$ cat src/rtl/dyn_out_port_sched.sv
// dyn_out_port_sched: one output port of the dynamic node router.
// Five input ports compete for the link with round-robin head
// arbitration. A granted packet keeps the link until its last body flit
// leaves. Sends are gated by a credit count that the downstream
// neighbour replenishes with yummy returns.
module dyn_out_port_sched #(
   parameter int NUM_IN     = 5,
   parameter int DATA_WIDTH = 64,
   parameter int CREDITS    = 4,
   parameter int LEN_LSB    = 22,
   parameter int LEN_W      = 8
) (
   input  logic                         clk,
   input  logic                         rst_n,
   input  logic [NUM_IN-1:0]            req_valid,
   input  logic [NUM_IN*DATA_WIDTH-1:0] req_data,
   output logic [NUM_IN-1:0]            req_pop,
   input  logic                         yummyIn,
   output logic [DATA_WIDTH-1:0]        dataOut,
   output logic                         validOut,
   output logic                         busy,
   output logic [2:0]                   grant_id
);

   localparam int CW = $clog2(CREDITS + 1);
   localparam logic [CW-1:0] CRED_MAX = CW'(CREDITS);

   typedef enum logic {IDLE, BURST} state_t;

   state_t                state_q, state_d;
   logic [2:0]            owner_q, owner_d;
   logic [LEN_W-1:0]      remaining_q, remaining_d;
   logic [2:0]            rr_ptr_q, rr_ptr_d;
   logic [CW-1:0]         credit_q, credit_d;
   logic [DATA_WIDTH-1:0] data_q;
   logic                  valid_q;
   logic                  busy_q;

   logic [DATA_WIDTH-1:0] slot [NUM_IN];
   logic                  can_send;
   logic                  found;
   logic [2:0]            g;
   int                    idx;
   logic                  send;
   logic [2:0]            sel;
   logic [DATA_WIDTH-1:0] sel_flit;

   for (genvar gi = 0; gi < NUM_IN; gi++) begin : g_slot
      assign slot[gi] = req_data[gi*DATA_WIDTH +: DATA_WIDTH];
   end

   // Only the registered credit counts; a same-cycle yummy cannot enable a send.
   assign can_send = (credit_q != '0);
   assign sel_flit = slot[sel];

   // Round-robin search: first valid requester starting at rr_ptr, wrapping.
   always_comb begin
      found = 1'b0;
      g     = '0;
      idx   = 0;
      for (int i = 0; i < NUM_IN; i++) begin
         idx = int'(rr_ptr_q) + i;
         if (idx >= NUM_IN) idx = idx - NUM_IN;
         if (!found && req_valid[idx]) begin
            found = 1'b1;
            g     = 3'(idx);
         end
      end
   end

   // Send decision, wormhole lock tracking and credit accounting.
   always_comb begin
      send        = 1'b0;
      sel         = owner_q;
      state_d     = state_q;
      owner_d     = owner_q;
      remaining_d = remaining_q;
      rr_ptr_d    = rr_ptr_q;
      case (state_q)
         IDLE: begin
            if (can_send && found) begin
               send     = 1'b1;
               sel      = g;
               owner_d  = g;
               rr_ptr_d = (int'(g) == NUM_IN - 1) ? 3'd0 : g + 3'd1;
               if (sel_flit[LEN_LSB +: LEN_W] != '0) begin
                  remaining_d = sel_flit[LEN_LSB +: LEN_W];
                  state_d     = BURST;
               end
            end
         end
         BURST: begin
            // Only the owner may advance; anything else is a hold cycle.
            if (can_send && req_valid[owner_q]) begin
               send        = 1'b1;
               remaining_d = remaining_q - 1'b1;
               if (remaining_q == LEN_W'(1)) state_d = IDLE;
            end
         end
         default: state_d = IDLE;
      endcase

      credit_d = credit_q;
      case ({send, yummyIn})
         2'b10:   credit_d = credit_q - 1'b1;
         2'b01:   credit_d = (credit_q == CRED_MAX) ? credit_q : credit_q + 1'b1;
         default: credit_d = credit_q;
      endcase
   end

   // Pop strobe to the input buffers, suppressed while reset is held.
   always_comb begin
      req_pop = '0;
      if (send && rst_n) req_pop[sel] = 1'b1;
   end

   // State, credit and registered link outputs.
   always_ff @(posedge clk or negedge rst_n) begin
      if (!rst_n) begin
         state_q     <= IDLE;
         owner_q     <= '0;
         remaining_q <= '0;
         rr_ptr_q    <= '0;
         credit_q    <= CRED_MAX;
         data_q      <= '0;
         valid_q     <= 1'b0;
         busy_q      <= 1'b0;
      end else begin
         state_q     <= state_d;
         owner_q     <= owner_d;
         remaining_q <= remaining_d;
         rr_ptr_q    <= rr_ptr_d;
         credit_q    <= credit_d;
         valid_q     <= send;
         busy_q      <= (state_d == BURST);
         if (send) data_q <= sel_flit;
      end
   end

`ifndef SYNTHESIS
   // Flag a yummy return that would push credit above the buffer depth.
   always_ff @(posedge clk) begin
      if (rst_n && yummyIn && !send && credit_q == CRED_MAX)
         $error("dyn_out_port_sched: yummyIn with credit already at maximum");
   end
`endif

   assign dataOut  = data_q;
   assign validOut = valid_q;
   assign busy     = busy_q;
   assign grant_id = owner_q;

endmodule

$ cat config.mk
export PLATFORM = sky130hd
export DESIGN_NAME = dyn_out_port_sched
export DESIGN_NICKNAME = d
export VERILOG_FILES = /design/src/rtl/dyn_out_port_sched.sv
export SDC_FILE = /design/constraint.sdc
export NUM_CORES = 1
export LEC_CHECK = 0
export BUFFER_PORTS_ARGS = -buffer_cell sky130_fd_sc_hd__buf_4
export CORE_MARGIN = 4
export CORE_UTILIZATION = 30
export CTS_CLUSTER_DIAMETER = 60
export CTS_CLUSTER_SIZE = 40
export DETAILED_ROUTE_END_ITERATION = 12
export GPL_TIMING_DRIVEN = 0
export SYNTH_ARGS = -nofsm -noshare
export SYNTH_HDL_FRONTEND = slang
export SYNTH_SLANG_ARGS = --single-unit
$ cat constraint.sdc
create_clock -name clk -period 13.6 [get_ports clk]
set_input_delay 1.36 -clock clk [delete_from_list [all_inputs] [get_ports clk]]
set_output_delay 1.36 -clock clk [all_outputs]
set_load 0.03 [all_outputs]
## Yosys cells after proc, flatten, opt, wreduce, memory -nomap -nowiden

Cells that the tools add are included.

| word-level totals | value |
|---|---|
| register bits | 83 |
| bits in latches | 0 |
| RAM bits | 0 |
| bits in read-only memories | 0 |
| input bits | 328 |
| output and inout bits | 74 |
| memories kept | 0 |

| operators by class | value |
|---|---|
| add/subtract/negate cells | 13 |
| multiply operators | 0 |
| div/mod/pow operators | 0 |
| $lt $le $gt $ge | 14 |
| equality and inequality tests | 9 |
| shift-type cells | 0 |
| mux-type cells | 55 |
| bitwise operators | 2 |
| reduce and logical (&&, ||, !) cells | 18 |

Operators with widths:

| operator | count |
|---|---|
| 64-bit binary-select mux with 3-bit select | 1 |
| 32-bit by 5-bit less-than comparator with 1-bit output (second input constant) | 5 |
| 32-bit 2-to-1 mux | 5 |
| 64-bit 2-to-1 mux | 2 |
| 3-bit 2-to-1 mux | 9 |
| 8-bit 2-to-1 mux | 3 |
| 1-bit 2-to-1 mux | 23 |
| 4-bit by 3-bit subtractor with 5-bit output (second input constant) | 4 |
| 1-bit binary-select mux with 3-bit select | 6 |
| 4-bit by 3-bit greater-or-equal comparator with 1-bit output (second input constant) | 4 |
| 8-bit one-hot mux with 2 select lines | 1 |
| 3-bit by 2-bit adder with 4-bit output (second input constant) | 2 |
| 8-bit by 1-bit == test with 1-bit output (second input constant) | 1 |
| 1-bit logical AND | 8 |
| 3-bit by 4-bit less-than comparator with 1-bit output (second input constant) | 2 |
| 8-bit nonzero test | 1 |
| 8-bit by 1-bit subtractor with 8-bit output (second input constant) | 1 |
| 3-bit by 1-bit adder with 3-bit output (second input constant) | 2 |
| 3-bit == test (second input constant) | 2 |
| 2-bit inequality test (second input constant) | 3 |
| 3-bit one-hot mux with 2 select lines | 1 |
| 5-bit 2-to-1 mux | 1 |
| 3-bit by 1-bit adder with 4-bit output (second input constant) | 1 |
| 3-bit by 3-bit adder with 4-bit output (second input constant) | 1 |
| other kinds (17) | 22 |

## Logic depth before layout (Yosys ltp)

| depth | value |
|---|---|
| depth after elaboration | 29 |
| mapped depth | 22 |
| mapped depth without buffers | 18 |

## Least setup slack after synthesis

OpenSTA, ideal clock, no wires.

| timing | value |
|---|---|
| path type | input port to output port |
| from | input req_valid[2] |
| to | output req_pop[0] |
| arrival time | 4,699 ps |
| required time | 12,240 ps |
| setup slack | 7,541 ps |
| stages on the path | 14 |
| buffers on the path | 4 |
| cell sequence | buf_2 mux4_2 and3_1 a41oi_2 nand3b_1 a21boi_0 a211o_1 a32oi_1 inv_1 buf_2 buf_1 clkbuf_1 or3_1 nor2_1 |

| between the ends | value |
|---|---|
| word-level cells in the longest chain between the ends | 24 |
| elaborated cells between the ends (all ways) | 49 |

RTL lines:

| what | RTL line | RTL |
|---|---|---|
| from (decl) | 15 | `input logic [NUM_IN-1:0] req_valid,` |
| 1-bit binary-select mux with 3-bit select | 64 | `if (!found && req_valid[idx]) begin` |
| 1-bit 2-to-1 mux (implied by the code) (2 in a row) | 64 |  |
| 1-bit 2-to-1 mux | 64 |  |
| 1-bit logical NOT | 64 |  |
| 1-bit logical AND | 64 |  |
| 1-bit 2-to-1 mux | 64 |  |
| 1-bit logical NOT | 64 |  |
| 1-bit logical AND | 64 |  |
| (+7 left out) | n/a |  |
| 1-bit logical AND | 81 | `if (can_send && found) begin` |
| 3-bit 2-to-1 mux | 81 |  |
| 3-bit 2-to-1 mux | 79 | `case (state_q)` |
| 3-bit by 4-bit less-than comparator with 1-bit output (implied by the code) or 3-bit by 1-bit greater-or-equal comparator with 1-bit output (tied branches) | 114 | `if (send && rst_n) req_pop[sel] = 1'b1;` |
| 1-bit logical AND (implied by the code) | 114 |  |
| 1-bit 2-to-1 mux (implied by the code) | 114 |  |
| 1-bit demux with 3-bit select | 114 |  |
| 5-bit 2-to-1 mux * | 114 |  |
| to (decl) | 17 | `output logic [NUM_IN-1:0] req_pop,` |

Mark *: on every way between the ends. The rest lies on a longest branch, timed or not. The select of a mux whose other input is x is not followed.

## Worst setup path after layout

| timing | value |
|---|---|
| from | register rr_ptr_q[1] |
| to | output req_pop[1] |

| between the ends | value |
|---|---|
| word-level cells in the longest chain between the ends | 26 |
| elaborated cells between the ends (all ways) | 64 |

RTL lines:

| what | RTL line | RTL |
|---|---|---|
| from (decl) | 33 | `logic [2:0] rr_ptr_q, rr_ptr_d;` |
| from (signal assigned) | 132 | `rr_ptr_q <= rr_ptr_d;` |
| branches (longest 25 deep; another with 4-bit by 3-bit subtractor with 5-bit output) | n/a |  |
| 5-bit 2-to-1 mux * | 114 |  |

Every way passes the cells marked *. The select of a mux whose other input is x is not followed.

==> results.py <==
metrics = {
    "yosys": {
        "synth_compound_gate_area_share_pct": 24.60,
        "synth_flop_cell": "dfrtp_1",
        "ys_warn_count": 0,
        "synthAdderAreaFrac_pct": 2.924,
        "syn_nets": 1094,
        "synth_top_area_share_pct": 28.88,
        "yosysSeqAreaShare_pct": 29.25,
        "syn_area_sq_um": 7104,
        "ys_async_sr_fraction_pct": 100.0,
        "synth_mux_area_share_pct": 20.20,
        "yosys.area.top_type": "dfrtp_1",
        "yosys.area_share.simple_pct": 17.12,
        "netlist_instances": 750,
        "synthXorXnorAreaFrac_pct": 0.8454,
        "synth_edf_count": 0,
        "syn_avg_cell_area_sq_um": 9.472,
        "synthTopCellsByArea": "dfrtp_1, mux4_2, nor2_1",
        "synth_seq_cells": 83,
        "synth_top_family_by_area": "compound AO/OA/AOI/OAI gates",
        "yosysUniqueCellTypes": 81,
    },
    "critical_path": {
        "r2r-start": "rr_ptr_q[1]$_DFFE_PN0P_",
        "crit-reg2reg-capture": "dataOut[7]$_DFFE_PN0N_",
        "end_kind": "primary output",
        "reg2reg_slack_ps": 7230,
        "r2r_cells": 16,
        "arrival_ps": 6130,
        "worst-path-max-fanout": 10,
        "crit_type": "flop to primary output",
        "worstPathRequired_ps": 12240,
        "cp-start-kind": "flop",
    },
    "cells_and_area": {
        "final_cell_area_sq_um": 10790,
        "area_growth_pct": 51.92,
        "fill_cells": 2365,
        "layout.nets": 1505,
        "drive_gt1_share_pct": 43.31,
    },
    "routing": {
        "drtIter0Drc": 487,
        "drc_errors": 0,
        "routed_via_density": 5.558,
        "drtPass1Iterations": 5,
        "postRouteWirelength_mm": 36.32,
        "vias": 8276,
        "antenna_left": 0,
        "wl_per_cell_um": 24.39,
    },
    "cts": {
        "cts.clk_slew.worst_paths_ps": 60,
        "clock_latency_ps": 350,
        "cts_resized": 0,
        "cts_root_buffer": "clkbuf_16",
        "h-tree-depth": 3,
        "cts_buffers": 9,
        "clk_path_buf_depth": 2,
        "cts_num_sinks": 83,
        "cts_tree": "built",
        "cts_hold_buf": 0,
        "post_cts_buffers": 0,
    },
    "floorplanning": {
        "core_area_sq_um": 23400,
        "die_area_sq_um": 26210,
        "io_pins": 402,
        "dieHeight_um": 161.9,
        "die_w_um": 161.9,
        "start_util_pct": 30.36,
        "num_rows": 56,
    },
    "worst_hold_path": {
        "whs_endpoint": "dataOut[60]$_DFFE_PN0N_",
        "hold_start": "dataOut[60]$_DFFE_PN0N_",
        "min_path_type": "flop to flop",
        "worstHoldPathCells": 1,
    },
    "grt": {
        "grt_max_degree": 85,
        "antenna_found_initial": 3,
        "track_usage_pct": 26.74,
        "grt_pass1_vias": 8541,
        "grt_pass1_wl_mm": 52.77,
        "overflow": 0,
    },
    "timing": {
        "period_share_pct": 55.05,
        "grt_setup_unrepaired": "no",
        "worst_clock_skew_ps": 16.21,
        "max_freq_mhz": 133.6,
        "whs_ps": 504.9,
        "tns_ps": 0,
        "slew_headroom_pct": 22.93,
        "drv_slew": 0,
        "finalSetupViolCount": 0,
        "min_period_ps": 7487,
        "finalHoldViolCount": 0,
        "worst_slew_pin_slew_ps": 1156,
    },
    "placed_design": {
        "portBuffers": 399,
        "hpwl_mm": 29.77,
        "placed_area_sq_um": 10510,
        "gp_congestion": 0.9716,
    },
    "run": {
        "cap_violations": 0,
    },
    "power": {
        "power_density_nw_per_um2": 291.2,
        "ir_worst_vdd_mv": 0.1002,
        "leakagePower_nw": 4.841,
    },
    "status": {
        "outcome": "finished, final reports clean",
    },
}
cells by family (layout without fill, tap and decap cells):
family,count (synthesis),in the layout
and+or+nand+nor,263,263
AOI/OAI and AO/OA,220,220
buffers and inverters,85,501
DFF,83,83
muxes,77,77
adders and majority gates,16,16
xor gates and xnor gates,6,6
other,0,4
per-layer routing:
layer	vias up	track usage (%)	routed length [um]
li1	3747	-	-
met1	4098	32.40	13870
met2	373	44.69	17710
met3	58	9.262	3522
met4	0	8.881	1216
met5	-	0	0
Yosys cell counts (7+ instances only):
master,number
nor2_1,145
a221oi_1,52
a21oi_1,29
buf_1,9
inv_1,22
and3_1,8
buf_2,11
o21a_1,11
ha_1,15
a211o_1,7
o221ai_1,12
o211a_1,8
dfrtp_1,82
a211oi_1,8
mux4_2,53
clkbuf_1,37
nor3_1,10
nand3_1,11
nand2b_1,11
o21ai_0,22
mux2i_1,23
nand2_1,35
per-stage QoR:
step | utilization [%] | instances | power (mW) | setup WS [ps]
final | 46.12 | 1489 | 3.143 | 6113
after detailed placement | 44.92 | 1469 | 2.895 | 6384
after global routing | 46.11 | 1488 | 3.379 | 5686
after CTS | 46.08 | 1485 | 3.142 | 6137
after floorplan | - | 750 | 2.133 | 7541
after global placement | 44.86 | 1468 | 2.870 | 6417
sequential cells by signal, indices dropped and copies added, names as in the netlist:
name	flops
busy	1
rr_ptr_q	3
validOut	1
grant_id	3
remaining_q	8
credit_q	3
dataOut	64
worst max-delay path, cell delays in order (launching register included):
cell and delay, ps:
dfrtp_1 590, inv_1 300, ha_1 460, buf_2 260, mux4_2 530, a32oi_2 280
nor3b_2 330, o211ai_2 180, o21ai_2 420, a32oi_1 150, inv_1 150, buf_2 290
buf_1 630, clkbuf_1 720, or3_1 230, nor2_1 40, buf_4 200
where the power goes:
group | leakage (nW) | internal (mW) | switching [mW]
Sequential | 0.956 | 0.381 | 0.0959
Combinational | 3.76 | 0.952 | 1.48
Clock | 0.126 | 0.125 | 0.111
Total | 4.84 | 1.46 | 1.68
cell usage in the layout (no fill, tap or decap), types with 4 or more instances in the layout:
cell type | synthesis | layout
clkbuf_16 | 0 | 9
a211o_1 | 7 | 7
a21oi_1 | 29 | 29
o211a_1 | 8 | 8
dfrtp_1 | 82 | 82
nand2_1 | 35 | 35
a31oi_1 | 6 | 6
and3_1 | 8 | 8
and2_1 | 5 | 5
diode_2 | 0 | 4
nor3_1 | 10 | 10
nor4_1 | 6 | 5
a211oi_1 | 8 | 8
nand3_1 | 11 | 11
mux4_2 | 53 | 53
a221oi_1 | 52 | 52
a32o_1 | 4 | 4
o211ai_1 | 6 | 6
a21boi_0 | 4 | 4
o221ai_1 | 12 | 12
ha_1 | 15 | 15
nand2b_1 | 11 | 11
inv_1 | 22 | 22
o32ai_1 | 4 | 4
buf_1 | 9 | 9
o21a_1 | 11 | 11
nand3b_1 | 6 | 6
o221a_1 | 5 | 5
buf_2 | 11 | 11
xnor2_1 | 4 | 4
mux2i_1 | 23 | 23
nor2_1 | 145 | 145
buf_4 | 1 | 401
o21ai_0 | 22 | 22
nand4_1 | 5 | 5
clkbuf_1 | 37 | 39
area by class of cell:
| type | instances | area, sq um | area share [%] |
|---|---|---|---|
| multi-input cells | 582 | 4673 | 43.30 |
| repair buffers | 400 | 3003 | 27.82 |
| flip-flops and latches | 83 | 2078 | 19.26 |
| well taps | 319 | 399.1 | 3.698 |
| plain buffers | 61 | 269.0 | 2.492 |
| clock buffers | 11 | 232.7 | 2.156 |
| inverters | 24 | 90.09 | 0.8347 |
| clock inverters | 5 | 37.54 | 0.3478 |
| diodes | 4 | 10.01 | 0.09274 |
how the worst max path moves through the flow:
stage | startpoint | endpoint | slack (ps)
after floorplan | req_valid[2] | req_pop[0] | 7540
after global placement | req_valid[3] | req_pop[1] | 6420
after CTS | rr_ptr_q[1]$_DFFE_PN0P_ | req_pop[1] | 6140
after global routing | rr_ptr_q[1]$_DFFE_PN0P_ | req_pop[1] | 5690
final | rr_ptr_q[1]$_DFFE_PN0P_ | req_pop[1] | 6110
after detailed placement | req_valid[3] | req_pop[1] | 6380
Power figures use the tool's default switching activity.
